===== config.mk =====
export PLATFORM = sky130hd
export DESIGN_NAME = rf_wport_arbiter
export DESIGN_NICKNAME = d
export VERILOG_FILES = /design/src/rtl/rf_wport_arbiter_pkg.sv /design/src/rtl/rf_bypass_mux.sv /design/src/rtl/rf_wport_arbiter.sv
export SDC_FILE = /design/constraint.sdc
export NUM_CORES = 1
export LEC_CHECK = 0
export ABC_CLOCK_PERIOD_IN_PS = 6100
export CAP_MARGIN = 20
export CORE_MARGIN = 8
export CORE_UTILIZATION = 37
export CTS_BUF_LIST = sky130_fd_sc_hd__clkbuf_4 sky130_fd_sc_hd__clkbuf_8
export DETAILED_ROUTE_END_ITERATION = 16
export PLACE_DENSITY = 0.88
export REMOVE_ABC_BUFFERS = 1
export SETUP_SLACK_MARGIN = 0.2
export SYNTH_ARGS = -nofsm -noshare
export SYNTH_HDL_FRONTEND = slang
export SYNTH_SLANG_ARGS = --single-unit
export TNS_END_PERCENT = 20

===== constraint.sdc =====
create_clock -name clk -period 6.1 [get_ports clk]
set_input_delay 0.915 -clock clk [delete_from_list [all_inputs] [get_ports clk]]
set_output_delay 0.915 -clock clk [all_outputs]
set_load 0.01 [all_outputs]

===== src/rtl/rf_wport_arbiter_pkg.sv =====
// Shared widths and FSM encoding for the register-file write-port arbiter.
package rf_wport_arbiter_pkg;

    localparam int REG_ADDR_W = 5;
    localparam int XLEN       = 32;

    typedef enum logic [1:0] {
        IDLE  = 2'd0,
        HOLD  = 2'd1,
        STALL = 2'd2
    } arb_state_e;

endpackage


===== src/rtl/rf_bypass_mux.sv =====
// Write-to-read bypass for one register-file read port.
import rf_wport_arbiter_pkg::*;

module rf_bypass_mux (
    input  logic                  wen,
    input  logic [REG_ADDR_W-1:0] waddr,
    input  logic [XLEN-1:0]       wdata,
    input  logic [REG_ADDR_W-1:0] raddr,
    input  logic [XLEN-1:0]       rf_rdata,
    output logic [XLEN-1:0]       rdata
);

    // Forward the in-flight write; x0 reads always see the raw regfile value.
    always_comb begin
        rdata = rf_rdata;
        if (wen && (raddr == waddr) && (raddr != '0))
            rdata = wdata;
    end

endmodule


===== src/rtl/rf_wport_arbiter.sv =====
// Shares the single regfile write port between the WB stage (fixed priority)
// and a long-latency unit parked in a 1-entry hold buffer.
import rf_wport_arbiter_pkg::*;

module rf_wport_arbiter #(
    parameter int MAX_WAIT = 4,
    parameter int CNT_W    = $clog2(MAX_WAIT+1)
) (
    input  logic                  clk,
    input  logic                  srst,
    input  logic                  wb_valid,
    input  logic [REG_ADDR_W-1:0] wb_addr,
    input  logic [XLEN-1:0]       wb_data,
    input  logic                  lu_valid,
    output logic                  lu_ready,
    input  logic [REG_ADDR_W-1:0] lu_addr,
    input  logic [XLEN-1:0]       lu_data,
    output logic                  rf_wen,
    output logic [REG_ADDR_W-1:0] rf_waddr,
    output logic [XLEN-1:0]       rf_wdata,
    input  logic [REG_ADDR_W-1:0] raddr1,
    input  logic [REG_ADDR_W-1:0] raddr2,
    input  logic [XLEN-1:0]       rf_rdata1,
    input  logic [XLEN-1:0]       rf_rdata2,
    output logic [XLEN-1:0]       rdata1,
    output logic [XLEN-1:0]       rdata2,
    output logic                  stall_req,
    output logic                  waw_err,
    output logic                  proto_err
);

    arb_state_e            state, state_nxt;
    logic [CNT_W-1:0]      wait_cnt, wait_cnt_nxt;
    logic [REG_ADDR_W-1:0] hold_addr;
    logic [XLEN-1:0]       hold_data;
    logic                  hold_v;
    logic                  lu_xfer;

    assign hold_v    = (state != IDLE);
    assign lu_ready  = ~hold_v;
    assign lu_xfer   = lu_valid & lu_ready;
    assign stall_req = (state == STALL);

    // Write mux: WB wins, else the held entry; an x0 target is consumed silently.
    always_comb begin
        rf_waddr = hold_addr;
        rf_wdata = hold_data;
        rf_wen   = hold_v;
        if (wb_valid) begin
            rf_waddr = wb_addr;
            rf_wdata = wb_data;
            rf_wen   = 1'b1;
        end
        if (rf_waddr == '0)
            rf_wen = 1'b0;
    end

    // Next-state and starvation counter; the held entry drains on any WB-idle cycle.
    always_comb begin
        state_nxt    = state;
        wait_cnt_nxt = wait_cnt;
        unique case (state)
            IDLE: begin
                if (lu_xfer) begin
                    state_nxt    = HOLD;
                    wait_cnt_nxt = '0;
                end
            end
            HOLD: begin
                if (!wb_valid) begin
                    state_nxt    = IDLE;
                    wait_cnt_nxt = '0;
                end else begin
                    if (wait_cnt != CNT_W'(MAX_WAIT))
                        wait_cnt_nxt = wait_cnt + 1'b1;
                    if (wait_cnt == CNT_W'(MAX_WAIT-1))
                        state_nxt = STALL;
                end
            end
            STALL: begin
                if (!wb_valid) begin
                    state_nxt    = IDLE;
                    wait_cnt_nxt = '0;
                end
            end
            default: begin
                state_nxt    = IDLE;
                wait_cnt_nxt = '0;
            end
        endcase
    end

    // State, counter and hold buffer registers.
    always_ff @(posedge clk) begin
        if (srst) begin
            state     <= IDLE;
            wait_cnt  <= '0;
            hold_addr <= '0;
            hold_data <= '0;
        end else begin
            state    <= state_nxt;
            wait_cnt <= wait_cnt_nxt;
            if (lu_xfer) begin
                hold_addr <= lu_addr;
                hold_data <= lu_data;
            end
        end
    end

    // Sticky error flags, cleared only by reset.
    always_ff @(posedge clk) begin
        if (srst) begin
            waw_err   <= 1'b0;
            proto_err <= 1'b0;
        end else begin
            if (wb_valid && hold_v && (wb_addr == hold_addr) && (wb_addr != '0))
                waw_err <= 1'b1;
            if (wb_valid && stall_req)
                proto_err <= 1'b1;
        end
    end

    rf_bypass_mux u_byp1 (
        .wen      (rf_wen),
        .waddr    (rf_waddr),
        .wdata    (rf_wdata),
        .raddr    (raddr1),
        .rf_rdata (rf_rdata1),
        .rdata    (rdata1)
    );

    rf_bypass_mux u_byp2 (
        .wen      (rf_wen),
        .waddr    (rf_waddr),
        .wdata    (rf_wdata),
        .raddr    (raddr2),
        .rf_rdata (rf_rdata2),
        .rdata    (rdata2)
    );

endmodule


Word-level counts from Yosys, hierarchy flattened
Cells that the tools add are included.
{"block": "totals", "ff_bits": 44, "out_inout_bits": 106, "word_cells": 52}
{"block": "op_classes", "n_addsub": 1, "eq_ne": 11, "n_mux": 16, "n_bitwise": 2, "reduce_logical": 16}
{"cell": "$mux 32", "n": 3}
{"cell": "$eq 5x5->1", "n": 3}
{"cell": "$reduce_bool 5->1", "n": 3}
{"cell": "$mux 3", "n": 4}
{"cell": "$ne 3x3->1 const B", "n": 3}
{"cell": "$pmux 3 s3", "n": 1}
{"cell": "$logic_and 1x1->1", "n": 8}
{"cell": "$mux 2", "n": 4}
{"cell": "$pmux 2 s3", "n": 1}
{"cell": "$reduce_and 3->1", "n": 2}
{"cell": "$logic_not 5->1", "n": 1}
{"cell": "$mux 5", "n": 1}
{"cell": "$ne 2x2->1 const B", "n": 2}
{"cell": "$add 3x1->3 const B", "n": 1}
{"cell": "$eq 3x2->1 const B", "n": 1}
{"cell": "$eq 2x1->1 const B", "n": 1}
{"cell": "$eq 2x2->1 const B", "n": 1}
{"cell": "$logic_not 2->1", "n": 1}
{"cell": "$mux 1", "n": 2}
{"cell": "$reduce_bool 2->1", "n": 1}
{"cell": "$and 1x1->1", "n": 1}
{"cell": "$not 1->1", "n": 1}

Logic depth before layout (Yosys ltp)
Gate-level depths: netlist (run 1).
{"block": "logic_depth", "depth_word": 6, "depth_mapped": 7, "ltp_nobuf": 5}

Hierarchy
A second synthesis (run 1) with hierarchy kept.
{"block": "hier_totals", "cells_unflattened": 354, "hier_area_um2": 3425.8}
{"module": "rf_wport_arbiter", "n_inst": 1, "cells_each": 264, "area_each_um2": 2237.1, "seq_area_each_um2": 880.8}
{"module": "rf_bypass_mux", "n_inst": 2, "cells_each": 45, "area_each_um2": 594.3, "seq_area_each_um2": 0.0}

Least setup slack after synthesis (run 1)
OpenSTA, ideal clock, no wires.
{"block": "synth_path", "kind": "input-to-output", "start": "input port wb_valid", "end": "output port rdata1[10]", "t_arrival_ns": 2.523, "required_time_ns": 5.185, "path_slack_ns": 2.662, "path_stages": 6, "path_buffers": 2, "path_cell_list": "buf_6 mux2_2 o32a_1 nand3_2 buf_6 mux2_4"}
{"block": "synth_via", "elab_chain_len": 6, "word_cells_on_any_way": 9}
{"item": "start, declared", "line_no": "rf_wport_arbiter.sv:11", "rtl": "input logic wb_valid,"}
{"item": "$mux 5", "line_no": "rf_wport_arbiter.sv:49", "rtl": "if (wb_valid) begin"}
{"item": "via rf_waddr[0]", "line_no": "rf_wport_arbiter.sv:19", "rtl": "output logic [REG_ADDR_W-1:0] rf_waddr,"}
{"item": "$logic_not 5->1", "line_no": "rf_wport_arbiter.sv:54", "rtl": "if (rf_waddr == '0)"}
{"item": "$mux 1", "line_no": "rf_wport_arbiter.sv:54"}
{"item": "via rf_wen", "line_no": "rf_wport_arbiter.sv:18", "rtl": "output logic rf_wen,"}
{"item": "$logic_and 1x1->1 (2 in a row)", "line_no": "rf_bypass_mux.sv:16", "rtl": "if (wen && (raddr == waddr) && (raddr != '0))"}
{"item": "$mux 32", "line_no": "rf_bypass_mux.sv:16"}
{"item": "end, declared", "line_no": "rf_wport_arbiter.sv:25", "rtl": "output logic [XLEN-1:0] rdata1,"}
The timed path passes the listed nets, and every way through them passes these cells.

Final worst setup path (run 1)
{"block": "layout_path", "start": "input port wb_addr[4]", "end": "output port rdata2[20]"}
{"block": "layout_via", "elab_chain_len": 6, "word_cells_on_any_way": 7}
{"item": "start, declared", "line_no": "rf_wport_arbiter.sv:12", "rtl": "input logic [REG_ADDR_W-1:0] wb_addr,"}
{"item": "$mux 5 *", "line_no": "rf_wport_arbiter.sv:49"}
{"item": "$logic_not 5->1", "line_no": "rf_wport_arbiter.sv:54"}
{"item": "$mux 1", "line_no": "rf_wport_arbiter.sv:54"}
{"item": "$logic_and 1x1->1 * (2 in a row)", "line_no": "rf_bypass_mux.sv:16"}
{"item": "$mux 32 *", "line_no": "rf_bypass_mux.sv:16"}
{"item": "end, declared", "line_no": "rf_wport_arbiter.sv:26", "rtl": "output logic [XLEN-1:0] rdata2,"}
Mark *: on every way between the ends. The rest lies on a longest branch, timed or not.

==> reports/results.ini, run 1 <==
[clock_network]
cts.sinks = 44
cts_tree = built
cts_setup_buffers = 0
cts-root-buf = clkbuf_8
path_clk_slew_ns = 0.08
cts_hold_buf = 0
cts_made_buffers = 5
htreeDepth = 2
cts_resized = 0
cts.path.max_buffers = 2
clk_latency_ns = 0.29

[placed_design]
dp.cells = 699
dpl.hpwl_um = 11500
place_ws_ns = 1.12
place.gp.congestion = 0.913
port_buffers = 257

[timing]
finalSetupViolations = 0
period_needed_ns = 4.95
setup_ws_ns = 1.15
fin_tns_setup_ns = 0
finClkSkew_ns = 0.00404
clock.fmax_ghz = 0.202
maxSlewHeadroom = 0.438
grt_setup_unrepaired = no
hold_violations = 0
drv_slew = 0
tightestPinTransition_ns = 0.842
fin_crit_sh = 0.811

[floorplan]
rows = 34
die_area_mm2 = 0.0123
dieWidth_um = 111
core_area_mm2 = 0.00872
initial_utilization = 0.380
die_h_um = 111
io_pins = 258

[layout]
area_delta_synth_final_pct = 82.0
n_fill_cell = 652
multiInputGateArea_mm2 = 0.00227
final_cell_mix = 255 x clkdlybuf4s50_1, 82 x nand2_1, 60 x mux2_4
final-seq-area_um2 = 881
drive_gt1_frac = 0.205
final_common_cell = clkdlybuf4s50_1
final_cells = 709
fin_nets = 753

[global_routing]
grt_usage = 0.214
grt_antenna_before_repair = 2
grt_overflow_total = 0
grt_pass1_vias = 3941
grt_max_degree = 45
grt_pass1_wl_um = 21300

[worst_setup_path]
critPathLaunchType = input pin
worst-path-max-fanout = 18
cp.arrival_ns = 4.03
endpoint_kind = output pin
required_ns = 5.18
worstSetupPathType = input pin to output pin

[yosys]
yosysWarnings = 0
synth_top_area_share = 0.272
yosys.area.top_type = mux2_4
syn_area_mm2 = 0.00332
async_flop_share = 0
seq_area_frac_synth = 0.266
synth_cell_types = 31
synth_flop_cell = dfxtp_1
synth_area_per_cell_um2 = 9.45
netlist_top_cells_area = mux2_4 27%, dfxtp_1 27%, mux2_2 13%, nand2_1 9.3%, a21oi_1 6.6%
synth-edff-count = 0
synthCells = 351
ys_seq_elements = 44

[hold_path]
hold_class = register to register

[detailed_routing]
drtAntennaViolNets = 0
firstDrtPassIters = 4
drt-initial-drc-count = 116
viasPerCell = 5.00
wl_um = 13800
drc_errors = 0
routedWlPerCell_um = 19.5
vias = 3545

[run]
maxCapViolations = 0

[outcome]
status = completed

[power_and_ir_drop]
p_per_area_mw_per_mm2 = 153
ir_drop_uv = 137
report.power.total_mw = 0.924
leakagePower_nw = 2.55

## worst max-delay path: stages
cell and delay [ns]:
clkdlybuf4s50_1 0.47, mux2i_2 0.28, xnor2_1 0.13, nor4_2 0.34, nand3_2 0.57, buf_4 0.47, mux2_4 0.33, clkdlybuf4s50_1 0.49
## layout make-up
type	count	share of cell area
Sequential cell	44	0.146
Clock inverter	2	0.00580
Multi-Input combinational cell	276	0.376
Timing Repair Buffer	263	0.432
Clock buffer	6	0.0126
Inverter	8	0.00497
Tap cell	108	0.0224
Antenna cell	2	0.000829
## power breakdown
group / leakage (nW) / switching [mW] / internal [mW]
clock: 0.0586 / 0.0990 / 0.126
combinational: 2.13 / 0.143 / 0.243
sequential: 0.361 / 0.00980 / 0.303
## routing by layer
layer / GRT usage / up-vias / share of wire
li1: - / 1706 / -
met1: 0.203 / 1641 / 0.36
met2: 0.409 / 178 / 0.53
met3: 0.0812 / 20 / 0.083
met4: 0.0694 / 0 / 0.025
met5: 0 / - / 0
## Yosys cell counts, types with 2 or more instances
| master | instances |
|---|---|
| inv_1 | 8 |
| mux2i_2 | 3 |
| mux2_4 | 60 |
| nor4_1 | 2 |
| a21oi_1 | 44 |
| mux2_2 | 37 |
| clkbuf_1 | 12 |
| xor2_1 | 3 |
| xnor2_1 | 9 |
| dfxtp_1 | 44 |
| and2_1 | 2 |
| nor2_1 | 7 |
| nor2b_1 | 3 |
| ha_1 | 3 |
| a21o_1 | 2 |
| nor4_2 | 2 |
| buf_6 | 7 |
| nand2_1 | 82 |
| nor3_1 | 4 |
| buf_1 | 4 |
| or2_2 | 2 |
| nand3_2 | 2 |
## kinds of logic after synthesis
group                      share of synthesized area
AOI/OAI and AO/OA                             0.0864
xor gates and xnor gates                      0.0317
adders and majority gates                     0.0113
buffers and inverters                         0.0509
DFF                                            0.266
muxes                                          0.413
and+or+nand+nor                                0.141
## worst paths after layout
path                                            startpoint                    endpoint  slack, ns  cells past startpoint
worst max-delay path                            wb_addr[4]                  rdata2[20]       1.15                      8
worst min register to register  hold_data[12]$_SDFFE_PP0P_  hold_data[12]$_SDFFE_PP0P_       0.46                      2
worst min-delay path            hold_data[12]$_SDFFE_PP0P_  hold_data[12]$_SDFFE_PP0P_       0.46                      2
worst max register to register       state[1]$_SDFFE_PP0P_   hold_data[8]$_SDFFE_PP0P_       4.13                      5
## sequential cells by signal (all words and copies together) (netlist names)
signal	flops
hold_data	32
hold_addr	5
wait_cnt	3
state	2
proto_err	1
waw_err	1
## per-stage QoR
| stage | util | instance area, um^2 | hold slack [ns] |
|---|---|---|---|
| floorplan | - | 3180 | 0.428 |
| global placement | 0.679 | 5920 | 0.439 |
| detailed placement | 0.679 | 5920 | 0.448 |
| CTS | 0.692 | 6030 | 0.460 |
| global route | 0.692 | 6040 | 0.476 |
| finish | 0.692 | 6040 | 0.460 |
(Power assumes the default switching activity.)
==> run 2, diff against run 1 <==
--- a/config.mk
+++ b/config.mk
@@ -5,13 +5,13 @@
 export SDC_FILE = /design/constraint.sdc
 export NUM_CORES = 1
 export LEC_CHECK = 0
-export ABC_CLOCK_PERIOD_IN_PS = 6100
+export ABC_CLOCK_PERIOD_IN_PS = 5000
 export CAP_MARGIN = 20
 export CORE_MARGIN = 8
-export CORE_UTILIZATION = 37
+export CORE_UTILIZATION = 35
 export CTS_BUF_LIST = sky130_fd_sc_hd__clkbuf_4 sky130_fd_sc_hd__clkbuf_8
 export DETAILED_ROUTE_END_ITERATION = 16
-export PLACE_DENSITY = 0.88
+export PLACE_DENSITY = 0.84
 export REMOVE_ABC_BUFFERS = 1
 export SETUP_SLACK_MARGIN = 0.2
 export SYNTH_ARGS = -nofsm -noshare
==> constraint.sdc (replaced) <==
create_clock -name clk -period 5 [get_ports clk]
set_input_delay 0.75 -clock clk [delete_from_list [all_inputs] [get_ports clk]]
set_output_delay 0.75 -clock clk [all_outputs]
set_load 0.01 [all_outputs]
==> run 2 against run 1 <==
Largest power group unchanged. Critical endpoint is now rdata2[29]. Critical path depth unchanged. Sequential power increased by 22%. Non-clock buffer count decreased by 1. Largest cell class unchanged. Clock power increased by 22%.
==> reports/results.ini, run 2 (synthesis results as in run 1) <==
[outcome]
status = completed

[floorplan]
core_area_mm2 = 0.00924
die_area_mm2 = 0.0128
die_h_um = 113
io_pins = 258
initial_utilization = 0.359
rows = 35
dieWidth_um = 113

[power_and_ir_drop]
ir_drop_uv = 103
p_per_area_mw_per_mm2 = 186
clockPowerShare = 0.243
switchingPower_mw = 0.310
comb_power_share = 0.419
leakagePower_nw = 2.55
sw_frac_of_total = 0.274
p_seq_frac = 0.338
p_int_mw = 0.821

[placed_design]
port_buffers = 257
place_ws_ns = 0.632
place.gp.congestion = 0.857
dpl.hpwl_um = 11600

[timing]
drv_slew = 0
grt_setup_unrepaired = no
hold_violations = 0
clock.fmax_ghz = 0.229
fin_tns_setup_ns = 0
fin_crit_sh = 0.872
finalSetupViolations = 0
period_needed_ns = 4.36
setup_ws_ns = 0.642
finClkSkew_ns = 0.00575
tightestPinTransition_ns = 0.845
fin_hold_ws_ns = 0.457
maxSlewHeadroom = 0.437

[worst_setup_path]
critPathTopFamily = buffers and inverters
critical-path-max-stage-delay_ns = 0.50
cp_slowest_cell = clkdlybuf4s50_1
worstSetupPathType = input pin to output pin
cp.arrival_ns = 3.61
critPathLaunchType = input pin
endpoint_kind = output pin
required_ns = 4.25
cp_num_buf_inv = 3
cp_cell_sequence = buf_2 -> mux2i_1 -> xnor2_1 -> nor4_2 -> nand3_2 -> buf_12 -> mux2_4 -> clkdlybuf4s50_1
worst-path-max-fanout = 21

[layout]
fin_nets = 752
largest_register_ffs = 32
final-seq-area_um2 = 881
area_delta_synth_final_pct = 83.2
regMostFlops = hold_data
multiInputGateArea_mm2 = 0.00227
final_cell_mix = 255 x clkdlybuf4s50_1, 82 x nand2_1, 60 x mux2_4
drive_gt1_frac = 0.204
n_fill_cell = 709
top_regs = hold_data x32, hold_addr x5, wait_cnt x3
n_antenna_cell = 0
final_common_cell = clkdlybuf4s50_1

[hold_path]
hold_class = register to register

[clock_network]
path_clk_slew_ns = 0.08
cts.path.max_buffers = 2
cts_made_buffers = 5
cts-root-buf = clkbuf_8
cts_resized = 0
cts.sinks = 44
cts_hold_buf = 0
clk_latency_ns = 0.29
cts_tree = built
cts_setup_buffers = 0
htreeDepth = 2

[detailed_routing]
drtAntennaViolNets = 0
vias = 3572
viasPerCell = 4.91
wl_um = 14000
firstDrtPassIters = 4
drt-initial-drc-count = 139
routedWlPerCell_um = 19.3
drc_errors = 0

[global_routing]
grt_antenna_before_repair = 0
grt_usage = 0.211
grt_max_degree = 45
grt_pass1_vias = 3930
grt_overflow_total = 0
grt_pass1_wl_um = 21400

[run]
maxCapViolations = 0

==> run 2: cell types whose count changed in the layout (fill, tap and decap cells not counted), sizes merged <==
cell	previous run	this run
diode	2	0
buf	8	7
==> run 2: per-layer routing <==
metal / vias up / GRT usage / share of wire
li1: 1701 / - / -
met3: 13 / 0.0799 / 0.098
met5: - / 0 / 0
met4: 0 / 0.0480 / 0.013
met1: 1689 / 0.222 / 0.37
met2: 169 / 0.390 / 0.52
==> run 2: cell type report <==
cell class                 count  share of cell area
inverter                       8             0.00494
tap                          129              0.0266
multi-input combinational    276               0.373
sequential                    44               0.145
clock buffer                   6              0.0126
clock inverter                 2             0.00577
timing repair buffer         262               0.432
==> run 2: final timing paths <==
| check | start | to | slack (ns) | cells past startpoint |
|---|---|---|---|---|
| worst max-delay path | wb_valid | rdata2[29] | 0.64 | 8 |
| worst min-delay path | hold_data[12]$_SDFFE_PP0P_ | hold_data[12]$_SDFFE_PP0P_ | 0.46 | 2 |
| worst max register to register | state[0]$_SDFFE_PP0P_ | hold_data[0]$_SDFFE_PP0P_ | 3.06 | 5 |
| worst min register to register | hold_data[12]$_SDFFE_PP0P_ | hold_data[12]$_SDFFE_PP0P_ | 0.46 | 2 |
==> run 2: power by group through the flow <==
| stage | sequential, mW | combinational, mW | clock, mW |
|---|---|---|---|
| 3_5_place_dp | 0.391 | 0.476 | 0 |
| 5_1_grt | 0.385 | 0.507 | 0.300 |
| 6_report | 0.382 | 0.474 | 0.275 |
| 2_1_floorplan | 0.387 | 0.189 | 0 |
| 3_3_place_gp | 0.390 | 0.468 | 0 |
| 4_1_cts | 0.383 | 0.479 | 0.283 |
==> run 2: stage by stage <==
stage | total power, mW | area (um^2) | utilization | cells
after detailed placement | 0.867 | 5960 | 0.645 | 719
after global placement | 0.858 | 5960 | 0.645 | 719
after global routing | 1.19 | 6080 | 0.658 | 727
final | 1.13 | 6080 | 0.658 | 727
after floorplan | 0.576 | 3180 | - | 328
after CTS | 1.14 | 6080 | 0.658 | 727
==> run 2: worst reg2reg max path, stage by stage, from the launching register on <==
cell	delay, ns
dfxtp_1	0.34
nor2_1	0.27
and2_1	0.64
buf_4	0.37
nand2_1	0.13
a21oi_1	0.12
